File: src/rtl/div_unit.sv
// -----------------------------------------------------------------------------
// div_unit
// Multi-cycle signed divider for the multicycle CPU's DIV instruction.
// Restoring division on operand magnitudes, one quotient bit per cycle (MSB
// first), followed by a sign-fix step. Quotient truncates toward zero and the
// remainder takes the dividend's sign; all arithmetic wraps modulo 2^W.
//
// Handshake: the control unit pulses Div_Start for one cycle while the block
// is idle (Div_Busy=0, Div_Done=0). Starts seen in any other state are dropped.
// Completion is a one-cycle Div_Done pulse; Div_HIOut/Div_LOOut are valid in
// that cycle and hold until the next successful (non-zero-divisor) completion.
// Div_Zero pulses together with Div_Done when the divisor was zero.
//
// Ports:
//   Clock, Reset      rising-edge clock, asynchronous active-low reset
//   Div_Start         one-cycle start request, sampled only in IDLE
//   Dividend, Divisor two's-complement operands, captured on the accepting edge
//   Div_HIOut         remainder (registered)
//   Div_LOOut         quotient (registered)
//   Div_Busy          high while in CALC or FIX
//   Div_Done          one-cycle completion pulse
//   Div_Zero          one-cycle divide-by-zero flag, coincident with Div_Done
//   dbg_state         current FSM state (0 IDLE, 1 CALC, 2 FIX, 3 DONE)
// -----------------------------------------------------------------------------
module div_unit #(
    parameter int DATA_WIDTH = 32
) (
    input  logic                  Clock,
    input  logic                  Reset,
    input  logic                  Div_Start,
    input  logic [DATA_WIDTH-1:0] Dividend,
    input  logic [DATA_WIDTH-1:0] Divisor,
    output logic [DATA_WIDTH-1:0] Div_HIOut,
    output logic [DATA_WIDTH-1:0] Div_LOOut,
    output logic                  Div_Busy,
    output logic                  Div_Done,
    output logic                  Div_Zero,
    output logic [1:0]            dbg_state
);

    localparam int CW = $clog2(DATA_WIDTH) + 1;

    typedef enum logic [1:0] {
        S_IDLE = 2'd0,
        S_CALC = 2'd1,
        S_FIX  = 2'd2,
        S_DONE = 2'd3
    } state_t;

    state_t                state_q, state_d;
    logic [DATA_WIDTH-1:0] rem_q, rem_d;
    logic [DATA_WIDTH-1:0] quo_q, quo_d;
    logic [DATA_WIDTH-1:0] dvs_q, dvs_d;
    logic [CW-1:0]         cnt_q, cnt_d;
    logic                  neg_quo_q, neg_quo_d;
    logic                  neg_rem_q, neg_rem_d;
    logic                  zero_pend_q, zero_pend_d;
    logic [DATA_WIDTH-1:0] hi_q, hi_d;
    logic [DATA_WIDTH-1:0] lo_q, lo_d;
    logic                  busy_q, busy_d;
    logic                  done_q, done_d;
    logic                  zflag_q, zflag_d;

    // One extra bit so the trial subtraction's borrow tells us rem' < |divisor|.
    logic [DATA_WIDTH:0]   rem_shift;
    logic [DATA_WIDTH:0]   rem_sub;

    always_comb begin
        state_d     = state_q;
        rem_d       = rem_q;
        quo_d       = quo_q;
        dvs_d       = dvs_q;
        cnt_d       = cnt_q;
        neg_quo_d   = neg_quo_q;
        neg_rem_d   = neg_rem_q;
        zero_pend_d = zero_pend_q;
        hi_d        = hi_q;
        lo_d        = lo_q;
        done_d      = 1'b0;
        zflag_d     = 1'b0;

        rem_shift = {rem_q, quo_q[DATA_WIDTH-1]};
        rem_sub   = rem_shift - {1'b0, dvs_q};

        case (state_q)
            S_IDLE: begin
                if (Div_Start) begin
                    if (Divisor == '0) begin
                        // Zero divisor: skip the datapath, HI/LO untouched.
                        zero_pend_d = 1'b1;
                        state_d     = S_DONE;
                    end else begin
                        // The dividend magnitude is shifted out of quo while
                        // quotient bits shift in from the bottom.
                        quo_d       = Dividend[DATA_WIDTH-1] ? -Dividend : Dividend;
                        dvs_d       = Divisor[DATA_WIDTH-1]  ? -Divisor  : Divisor;
                        neg_quo_d   = Dividend[DATA_WIDTH-1] ^ Divisor[DATA_WIDTH-1];
                        neg_rem_d   = Dividend[DATA_WIDTH-1];
                        rem_d       = '0;
                        cnt_d       = '0;
                        zero_pend_d = 1'b0;
                        state_d     = S_CALC;
                    end
                end
            end
            S_CALC: begin
                quo_d = {quo_q[DATA_WIDTH-2:0], 1'b0};
                if (!rem_sub[DATA_WIDTH]) begin
                    rem_d    = rem_sub[DATA_WIDTH-1:0];
                    quo_d[0] = 1'b1;
                end else begin
                    // rem' < |divisor| here, so its top bit is known zero.
                    rem_d = rem_shift[DATA_WIDTH-1:0];
                end
                cnt_d = cnt_q + 1'b1;
                if (cnt_q == CW'(DATA_WIDTH - 1)) begin
                    state_d = S_FIX;
                end
            end
            S_FIX: begin
                lo_d    = neg_quo_q ? -quo_q : quo_q;
                hi_d    = neg_rem_q ? -rem_q : rem_q;
                done_d  = 1'b1;
                state_d = S_DONE;
            end
            S_DONE: begin
                // Normal path: Done was raised on entry and drops now.
                // Zero path: DONE is entered straight from IDLE, so the pulse
                // is raised on the way out, one edge after acceptance.
                if (zero_pend_q) begin
                    done_d      = 1'b1;
                    zflag_d     = 1'b1;
                    zero_pend_d = 1'b0;
                end
                state_d = S_IDLE;
            end
            default: state_d = S_IDLE;
        endcase

        busy_d = (state_d == S_CALC) || (state_d == S_FIX);
    end

    always_ff @(posedge Clock or negedge Reset) begin
        if (!Reset) begin
            state_q     <= S_IDLE;
            rem_q       <= '0;
            quo_q       <= '0;
            dvs_q       <= '0;
            cnt_q       <= '0;
            neg_quo_q   <= 1'b0;
            neg_rem_q   <= 1'b0;
            zero_pend_q <= 1'b0;
            hi_q        <= '0;
            lo_q        <= '0;
            busy_q      <= 1'b0;
            done_q      <= 1'b0;
            zflag_q     <= 1'b0;
        end else begin
            state_q     <= state_d;
            rem_q       <= rem_d;
            quo_q       <= quo_d;
            dvs_q       <= dvs_d;
            cnt_q       <= cnt_d;
            neg_quo_q   <= neg_quo_d;
            neg_rem_q   <= neg_rem_d;
            zero_pend_q <= zero_pend_d;
            hi_q        <= hi_d;
            lo_q        <= lo_d;
            busy_q      <= busy_d;
            done_q      <= done_d;
            zflag_q     <= zflag_d;
        end
    end

    assign Div_HIOut = hi_q;
    assign Div_LOOut = lo_q;
    assign Div_Busy  = busy_q;
    assign Div_Done  = done_q;
    assign Div_Zero  = zflag_q;
    assign dbg_state = state_q;

endmodule

File: config.mk
export PLATFORM = sky130hd
export DESIGN_NAME = div_unit
export DESIGN_NICKNAME = d
export VERILOG_FILES = /design/src/rtl/div_unit.sv
export SDC_FILE = /design/constraint.sdc
export NUM_CORES = 1
export LEC_CHECK = 0
export BUFFER_PORTS_ARGS = -buffer_cell sky130_fd_sc_hd__buf_2
export CAP_MARGIN = 15
export CORE_MARGIN = 3
export CORE_UTILIZATION = 43
export CTS_CLUSTER_SIZE = 12
export DETAILED_ROUTE_END_ITERATION = 8
export PLACE_DENSITY = 0.69
export SYNTH_ARGS = -nofsm -noshare
export SYNTH_HDL_FRONTEND = slang
export SYNTH_SLANG_ARGS = --single-unit
File: constraint.sdc
create_clock -name Clock -period 4.66 [get_ports Clock]
set_clock_uncertainty 0.2 [all_clocks]
set_input_delay 0.233 -clock Clock [delete_from_list [all_inputs] [get_ports Clock]]
set_output_delay 0.233 -clock Clock [all_outputs]
set_load 0.005 [all_outputs]
Yosys cells after proc, flatten, opt, wreduce, memory -nomap -nowiden
Index checks and enable logic that the tools add are counted.
{"block": "op_classes", "reduce_logical": 8, "add_sub_neg": 6, "n_eq_ne": 8, "bitwise_logic": 2, "n_mux": 25}
{"op": "32-bit 2-to-1 mux", "count": 9}
{"op": "32-bit negator", "count": 4}
{"op": "32-bit one-hot mux with 2 select lines", "count": 2}
{"op": "33-bit by 32-bit subtractor with 33-bit output", "count": 1}
{"op": "32-bit logical NOT", "count": 1}
{"op": "6-bit 2-to-1 mux", "count": 2}
{"op": "6-bit one-hot mux with 2 select lines", "count": 1}
{"op": "2-bit one-hot mux with 4 select lines", "count": 1}
{"op": "6-bit by 1-bit adder with 6-bit output, second input constant", "count": 1}
{"op": "2-bit == test, second input constant", "count": 3}
{"op": "6-bit by 5-bit == test with 1-bit output, second input constant", "count": 1}
{"op": "2-bit 2-to-1 mux", "count": 3}
{"op": "3-bit AND reduction", "count": 2}
{"op": "1-bit 2-to-1 mux", "count": 5}
{"op": "2-bit by 1-bit == test with 1-bit output, second input constant", "count": 2}
{"op": "2-bit != test, second input constant", "count": 2}
{"op": "1-bit one-hot mux with 2 select lines", "count": 2}
{"op": "2-bit nonzero test", "count": 2}
{"op": "2-bit logical NOT", "count": 1}
{"op": "2-bit AND reduction", "count": 1}
{"op": "1-bit logical OR", "count": 1}
{"op": "1-bit inverter", "count": 1}
{"op": "1-bit bitwise XOR", "count": 1}
{"block": "totals", "regBits": 174}

Depth between registers and ports, before layout
Gate-level depths: netlist of run 1.
{"block": "logic_depth", "depth_word": 6, "depth_mapped": 13, "depth_no_buf": 12}

Worst setup path before layout of run 1
No wires, ideal clock.
{"block": "synth_path", "path_type": "register -> register", "startpoint": "register rem_q[0]", "endpoint": "register hi_q[26], in the netlist Div_HIOut[26]", "setup_ns": 0.129, "required_time_ns": 4.331, "arrival_time_ns": 3.296, "synth_period_minus_slack_ns": 3.625, "path_slack_ns": 1.035, "path_buffers": 0, "path_stages_with_launch": 12, "path_cell_list": "dfrtp_1 inv_1 ha_1 or3b_1 or4_1 or2_1 or3_4 or3_4 or3_4 o31ai_1 xor2_1 o21ai_1"}
{"block": "synth_between", "elab_chain_len": 2}
{"item": "start: declaration", "line_no": "51", "text": "logic [DATA_WIDTH-1:0] rem_q, rem_d;"}
{"item": "start signal: assignment", "line_no": "160", "text": "rem_q <= rem_d;"}
{"item": "32-bit negator", "line_no": "122", "text": "hi_d = neg_rem_q ? -rem_q : rem_q;"}
{"item": "32-bit 2-to-1 mux", "line_no": "122"}
{"item": "end signal: assignment", "line_no": "167", "text": "hi_q <= hi_d;"}
{"item": "end: declaration", "line_no": "58", "text": "logic [DATA_WIDTH-1:0] hi_q, hi_d;"}
No other way between the ends.
A chain may end at the register's enable or synchronous reset.

Worst setup path after layout of run 1
Ends and elaborated chain as after synthesis.

==> results of run 1 <==
worst max-delay path by stage:
| stage | from | endpoint | slack [ns] | cells past startpoint |
|---|---|---|---|---|
| 2_1_floorplan | rem_q[0] | Div_HIOut[26] | 1.04 | 11 |
| 3_3_place_gp | rem_q[0] | Div_HIOut[26] | 0.78 | 11 |
| 3_5_place_dp | rem_q[0] | Div_HIOut[26] | 0.72 | 11 |
| 4_1_cts | rem_q[0] | Div_HIOut[26] | 0.70 | 11 |
| 5_1_grt | Divisor[6] | dvs_q[31] | 0.52 | 12 |
| 6_report | rem_q[0] | Div_HIOut[26] | 0.76 | 11 |
power by group through the flow:
stage                     clock (uW)  sequential [uW]  combinational [uW]
after floorplan                    0             2510                4060
after global placement             0             2760                4990
after detailed placement           0             2800                5080
after CTS                       1680             2770                5140
after global routing            1740             2880                5790
final                           1640             2790                5150
final cells by class:
| class | instances | share of cell area |
|---|---|---|
| clock buffer | 21 | 0.0356 |
| clock inverter | 9 | 0.0156 |
| inverter | 54 | 0.0153 |
| multi-input combinational | 996 | 0.486 |
| sequential | 174 | 0.330 |
| tap | 330 | 0.0313 |
| timing repair buffer | 180 | 0.0861 |
what timing repair did:
action                    4_1_cts  5_1_grt
hold buffers                   34        0
resized for setup               0        0
hold endpoints to repair      123        0
worst max-delay path: cells and delay by family, from the launching register on:
family / cells / cell delay (ns)
DFF: 1 / 0.43
and+or+nand+nor: 6 / 2.31
buffers and inverters: 1 / 0.16
AOI/OAI and AO/OA: 2 / 0.32
adders and majority gates: 1 / 0.19
xor gates and xnor gates: 1 / 0.17
flip-flops by register name, summed over array words and instances, names as in the netlist:
register,cells
quo_q,32
dbg_state,2
zero_pend_q,1
Div_Busy,1
Div_HIOut,32
cnt_q,6
rem_q,32
Div_Zero,1
Div_LOOut,32
dvs_q,32
Div_Done,1
neg_quo_q,1
neg_rem_q,1
layer usage:
metal	global-route usage	vias up	share of wire
met5	0	-	0.00045
met3	0.0307	34	0.059
met2	0.324	258	0.45
met4	0.0555	2	0.017
met1	0.295	4633	0.47
li1	-	4844	-
stage by stage:
step | utilization | worst slack, ns
detailed placement | 0.479 | 0.719
finish | 0.520 | 0.761
floorplan | - | 1.04
global placement | 0.479 | 0.784
CTS | 0.519 | 0.703
global route | 0.520 | 0.517
synthesized netlist by cell type, types with 9 or more instances:
| cell type | n | area, um^2 |
|---|---|---|
| nand4_1 | 9 | 56.3 |
| nand3_1 | 13 | 65.1 |
| ha_1 | 37 | 463 |
| a21o_1 | 13 | 97.6 |
| nand2b_1 | 14 | 87.6 |
| nand2_1 | 204 | 766 |
| or4_1 | 17 | 128 |
| dfrtp_1 | 174 | 4350 |
| nor3_1 | 15 | 75.1 |
| or3_1 | 19 | 119 |
| nor2_1 | 65 | 244 |
| xor2_1 | 91 | 797 |
| o31ai_1 | 34 | 255 |
| a221o_1 | 18 | 180 |
| o21ai_0 | 168 | 841 |
| a21oi_1 | 40 | 200 |
| nor2b_1 | 11 | 68.8 |
| clkbuf_1 | 54 | 203 |
| xnor2_1 | 57 | 499 |
| o41ai_1 | 14 | 123 |
| inv_1 | 53 | 199 |
| mux2i_1 | 34 | 340 |
kinds of logic after synthesis:
family,count (synthesis),synth area share
compound gates,362,0.203
xor+xnor,148,0.116
fa+ha+maj,38,0.0431
buf+inv,121,0.0411
flops,174,0.388
mux,42,0.0384
simple gates,406,0.170
==> out/qor.csv, run 1 <==
metric,value,unit
crit_top_cell,or3_4,
portBuffers,135,
synth_edf_count,0,
final_common_cell,nand2_1,
avgSynthCellArea,8.68,um^2
period_needed,3.90,ns
cts_num_sinks,174,
r2r-start,rem_q[0],
grt_pass1_vias,9301,
cts_setup_buffers,0,
syn_area,0.0112,mm^2
dr.pass1.iters,5,
ir_drop,0.000370,V
worst_pin_slew,1.07,ns
power.density,726,mW/mm^2
slowest_delay,0.47,ns
violations,negative hold slack,
post-route-period-util,0.837,
wl_per_cell,16.4,um
cts_made_buffers,17,
fp.dieH,167,um
crit_path_cell_trace,"inv_1, ha_1, or3b_1, or4_1, or2_1, or3_4, or3_4, or3_4, o31ai_1, xor2_1, o21ai_1",
mostFrequentLayoutCells,"nand2_1, dfrtp_1, o21ai_0",
intPower,5420,uW
die_area,0.0280,mm^2
fin_nets,1528,
hp-class,input port to flop,
p_sw_frac,0.435,
grt_pass1_wl,47600,um
grt_max_degree,129,
fmax,257,MHz
cts_root_buffer,clkbuf_16,
ant_nets,0,
leakagePower,0.00595,uW
min_path_cells,4,
tns,0,ns
routed-via-count,9771,
synth_seq_cells,174,
regArea,0.00435,mm^2
slowest_stage,or4_1,
hpwl,21400,um
wl,28900,um
pwr-share-clk,0.171,
ys_async_sr_fraction,1.00,
placed_cell_area,0.0122,mm^2
ys_seq_area_frac,0.388,
die_x,167,um
synth_flop_cell,dfrtp_1,
fp.coreArea,0.0254,mm^2
timing.rr.end,Div_HIOut[26],
p_comb_frac,0.537,
clock_latency,0.43,ns
crit_path_start_kind,flop,
antenna_found_initial,1,
drv_cap,0,
vias_per_cell,5.54,
cp-end-kind,flop,
drive_above_1_share,0.142,
final_cells,1764,
synthCells,1291,
gp_congestion,0.898,
setup_violations,0,
multi_input_area,0.00642,mm^2
total_power,9590,uW
critPathMaxFanout,5,
ctsHtreeMaxLevel,4,
path_clk_slew,0.07,ns
seq_power_share,0.291,
drt_iter0_drc,707,
p_switching,4170,uW
holdPathEnd,dvs_q[2],
grt-ovfl-total,0,
area_growth,17.8,%
slew_viol_final,0,
io_pins,136,
rrSetupSlack,0.76,ns
slew_headroom,0.286,
antenna_cells,0,
stdcell_area,0.0132,mm^2
syn-num-nets,1396,
status,"complete, but fails checks",
synth.distinct_cells,66,
dp.cells,1699,
min_from,Divisor[2],
required,4.76,ns
grt_setup_unrepaired,false,
cts_tree,yes,
fill_cells,2353,
start_util,0.441,
grt_use_total,0.205,
cts_buffer_depth,2,
yosysWarnings,0,
hold_ws,-0.000873,ns
rr_worst_depth,11,
rows,58,
drc,0,
crit_arrival,4.00,ns
path_class,flop to flop,
hold_violations,1,
(Power assumes the default switching activity.)
==> run 2: changes to the inputs <==
clock period = 4.05 ns   (was 4.66 ns; I/O delays follow)
==> out/qor.csv, run 2 (same netlist as run 1, synthesis figures left out) <==
metric,value,unit
final_cells,1788,
worst_pin_slew,0.935,ns
portBuffers,135,
io_pins,136,
grt-ovfl-total,0,
fmax,259,MHz
hpwl,21200,um
grt_use_total,0.204,
grt_pass1_wl,47600,um
crit_arrival,3.95,ns
cp-end-kind,flop,
tns,0,ns
cts_buffer_depth,2,
wl,28800,um
intPower,6200,uW
period_needed,3.86,ns
antenna_found_initial,0,
cts_resized,0,
wl_per_cell,16.1,um
grt_max_degree,100,
grt_pass1_vias,9389,
path_clk_slew,0.07,ns
hold_violations,0,
fill_cells,2369,
p_sw_frac,0.435,
drt_iter0_drc,665,
power.density,820,mW/mm^2
antenna_cells,0,
mostFrequentLayoutCells,"nand2_1, dfrtp_1, o21ai_0",
slew_headroom,0.376,
hp-class,input port to flop,
seq_power_share,0.292,
leakagePower,0.00603,uW
post-route-period-util,0.952,
path_class,flop to flop,
routed-via-count,9815,
cts_tree,yes,
pwr-share-clk,0.166,
drv_cap,0,
die_x,167,um
critPathMaxFanout,5,
start_util,0.441,
p_comb_frac,0.542,
status,finished clean,
p_switching,4780,uW
slew_viol_final,0,
stdcell_area,0.0134,mm^2
drc,0,
rows,58,
dp.cells,1706,
ir_drop,0.000477,V
grt_setup_unrepaired,false,
dr.pass1.iters,5,
vias_per_cell,5.49,
gp_congestion,0.933,
ant_nets,0,
final_common_cell,nand2_1,
ctsHtreeMaxLevel,4,
fp.dieH,167,um
fp.coreArea,0.0254,mm^2
hold_buffers,50,
cts_num_sinks,174,
area_growth,19.4,%
cts_root_buffer,clkbuf_16,
fin_nets,1550,
placed_cell_area,0.0122,mm^2
setup_violations,0,
cts_made_buffers,17,
drive_above_1_share,0.143,
cts_setup_buffers,0,
clock_latency,0.42,ns
die_area,0.0280,mm^2
crit_path_start_kind,flop,
required,4.15,ns
[run 2: cell type report]
cell class	count	area, um^2	share of cell area
timing repair buffer	202	1350	0.101
multi-input combinational	996	6420	0.480
clock buffer	23	468	0.0349
tap	330	413	0.0308
sequential	174	4350	0.325
clock inverter	9	181	0.0135
inverter	54	203	0.0151
[run 2: metrics by stage]
| step | worst slack, ns | util | hold slack [ns] | power (uW) |
|---|---|---|---|---|
| after detailed placement | 0.188 | 0.482 | 0.182 | 9080 |
| after floorplan | 0.425 | - | -0.293 | 7560 |
| after global routing | 0.0135 | 0.527 | 0.0281 | 11900 |
| after CTS | 0.190 | 0.527 | 0.00560 | 11000 |
| after global placement | 0.225 | 0.482 | 0.180 | 8940 |
| final | 0.193 | 0.527 | 0.0166 | 11000 |
[run 2: path summary, 6_finish.rpt]
path                         startpoint             to  slack [ns]  depth (start not counted)
max in group asynchronous         Reset       dvs_q[1]        2.48                          3
max                            rem_q[0]  Div_HIOut[26]        0.19                         11
min                        Dividend[20]      quo_q[20]        0.02                          4
min in group asynchronous         Reset  Div_HIOut[18]        0.26                          2
min reg2reg                Div_HIOut[8]   Div_HIOut[8]        0.27                          2
max reg2reg                    rem_q[0]  Div_HIOut[26]        0.19                         11
[run 2: power by group through the flow]
stage / combinational [uW] / sequential (uW) / clock, uW
3_5_place_dp: 5870 / 3210 / 0
2_1_floorplan: 4670 / 2890 / 0
6_report: 5960 / 3210 / 1820
3_3_place_gp: 5760 / 3180 / 0
4_1_cts: 5940 / 3180 / 1850
5_1_grt: 6690 / 3300 / 1930
[run 2: routing by layer]
layer	GRT usage	wire length [um]
met5	0	0
met4	0.0509	418
met3	0.0290	1270
met2	0.320	13000
met1	0.300	14100
[run 2: critical path, cell delays in order (launching register included)]
cell and delay (ns):
dfrtp_1 0.42, inv_1 0.16, ha_1 0.18, or3b_1 0.40, or4_1 0.43, or2_1 0.28, or3_4 0.39, or3_4 0.38
or3_4 0.39, o31ai_1 0.25, xor2_1 0.17, o21ai_1 0.07
==> run 3: changes to the inputs <==
ABC_AREA = 1   (was default)
CTS_CLUSTER_SIZE = default   (was 12)
PLACE_DENSITY = 0.68   (was 0.69)
==> out/qor.csv, run 3 <==
metric,value,unit
timing.rr.end,rem_q[27],
ant_nets,0,
cts_num_sinks,174,
fin_nets,2339,
hp-class,input port to flop,
ys_seq_area_frac,0.327,
area_growth,15.6,%
synth_common_cells,"nand2_1, inv_1, nand3_1",
cp-end-kind,flop,
stdcell_area,0.0154,mm^2
grt_pass1_wl,69100,um
clock_latency,0.44,ns
wl_per_cell,16.4,um
gp_congestion,0.960,
tns,0,ns
antenna_found_initial,0,
period_needed,2.93,ns
drc,0,
fill_cells,3130,
cts_tree,yes,
rows,63,
min_path_cells,5,
die_area,0.0331,mm^2
syn_area,0.0133,mm^2
syn-num-nets,2184,
mostFrequentLayoutCells,"nand2_1, inv_1, nand3_1",
grt_pass1_vias,12600,
cts_root_buffer,clkbuf_16,
min_from,Dividend[1],
cts_made_buffers,17,
power.density,919,mW/mm^2
hold_violations,0,
start_util,0.442,
avgSynthCellArea,6.41,um^2
slew_viol_final,0,
yosysTopAreaCell,dfrtp_1,
synthCells,2079,
yosysMostFrequentCell,nand2_1,
yosysWarnings,0,
hpwl,34100,um
drt_iter0_drc,1350,
path_clk_slew,0.07,ns
setup_slack,1.12,ns
cts_setup_buffers,0,
synth_top_cells_by_area,"dfrtp_1, nand2_1, inv_1",
synth_seq_cells,174,
fp.dieH,182,um
cts_resized,0,
setup_violations,0,
leakagePower,0.00823,uW
r2r-start,rem_q[28],
total_power,14100,uW
crit_arrival,3.05,ns
vias_per_cell,5.26,
io_pins,136,
routed-via-count,13800,
path_class,input port to flop,
status,finished clean,
synth_flop_cell,dfrtp_1,
ys_async_sr_fraction,1.00,
grt_setup_unrepaired,false,
required,4.17,ns
hold_ws,0.0415,ns
synth.top_cell.area_share,0.327,
synth.distinct_cells,47,
fp.coreArea,0.0301,mm^2
synth_edf_count,0,
placed_cell_area,0.0143,mm^2
crit_path_start_kind,input port,
holdPathEnd,quo_q[1],
rrSetupSlack,1.17,ns
final_common_cell,nand2_1,
ctsHtreeMaxLevel,4,
wl,43300,um
grt-ovfl-total,0,
post-route-period-util,0.724,
drv_cap,0,
ir_drop,0.000379,V
worst_pin_slew,0.855,ns
grt_max_degree,79,
slew_headroom,0.430,
critPathMaxFanout,67,
dr.pass1.iters,6,
grt_use_total,0.261,
cts_buffer_depth,2,
fmax,341,MHz
portBuffers,135,
hold_buffers,50,
place_ws,1.20,ns
drive_above_1_share,0.100,
rr_worst_depth,13,
antenna_cells,0,
die_x,182,um
## run 3: cell types whose count changed after synthesis, sizes merged, moves of 26 or more
cell and delta:
inv +245, o31ai -29, mux2i -34, xnor2 -45, nand4 +26, nand3 +202, o21ai -39, nor2 +124
nand2 +512
## run 3: metal layers
metal	global-route usage	share of wire	vias to the layer above
li1	-	-	6892
met1	0.405	0.48	6411
met2	0.378	0.42	499
met3	0.0449	0.082	47
met4	0.0561	0.016	0
met5	0	0	-
## run 3: metrics by stage
stage / utilization / std cells
2_1_floorplan: - / 2079
3_3_place_gp: 0.476 / 2555
3_5_place_dp: 0.476 / 2555
4_1_cts: 0.511 / 2635
5_1_grt: 0.511 / 2635
6_report: 0.511 / 2635
## run 3: area by class of cell
cell class | count | area, um^2 | share of cell area
well taps | 390 | 488 | 0.0317
flip-flops and latches | 174 | 4350 | 0.283
clock inverters | 11 | 134 | 0.00869
clock buffers | 19 | 443 | 0.0288
inverters | 299 | 1120 | 0.0729
repair buffers | 195 | 1270 | 0.0825
multi-input cells | 1547 | 7590 | 0.493
## run 3: where the power goes
group,leakage (uW),switching (uW),internal [uW]
Sequential,0.00216,882,2610
Clock,0.000280,718,927
Combinational,0.00579,5950,3050
Total,0.00823,7550,6590
## run 3: worst max-delay path by stage
| stage | from | to | slack [ns] | cells after the start |
|---|---|---|---|---|
| 3_3_place_gp | Divisor[31] | quo_q[15] | 1.19 | 12 |
| 6_report | Divisor[18] | quo_q[15] | 1.12 | 13 |
| 4_1_cts | rem_q[28] | rem_q[27] | 1.22 | 13 |
| 2_1_floorplan | quo_q[31] | rem_q[17] | 1.60 | 18 |
| 5_1_grt | Divisor[25] | quo_q[15] | 0.78 | 13 |
| 3_5_place_dp | Divisor[31] | quo_q[15] | 1.20 | 12 |
## run 3: critical path, stage by stage
cell	delay, ns
dlygate4sd3_1	0.56
buf_2	0.16
nor2_1	0.21
nand3_1	0.14
nor2_1	0.13
nand2_1	0.10
nor2_1	0.14
nand2_1	0.09
nand3_2	0.07
buf_4	0.58
inv_1	0.39
o21ai_0	0.15
o21ai_0	0.12
## run 3: logic make-up after synthesis
family | share of synthesized area
buffers and inverters | 0.105
and+or+nand+nor | 0.387
AOI/OAI and AO/OA | 0.0912
adders and majority gates | 0.0363
DFF | 0.327
xor gates and xnor gates | 0.0539
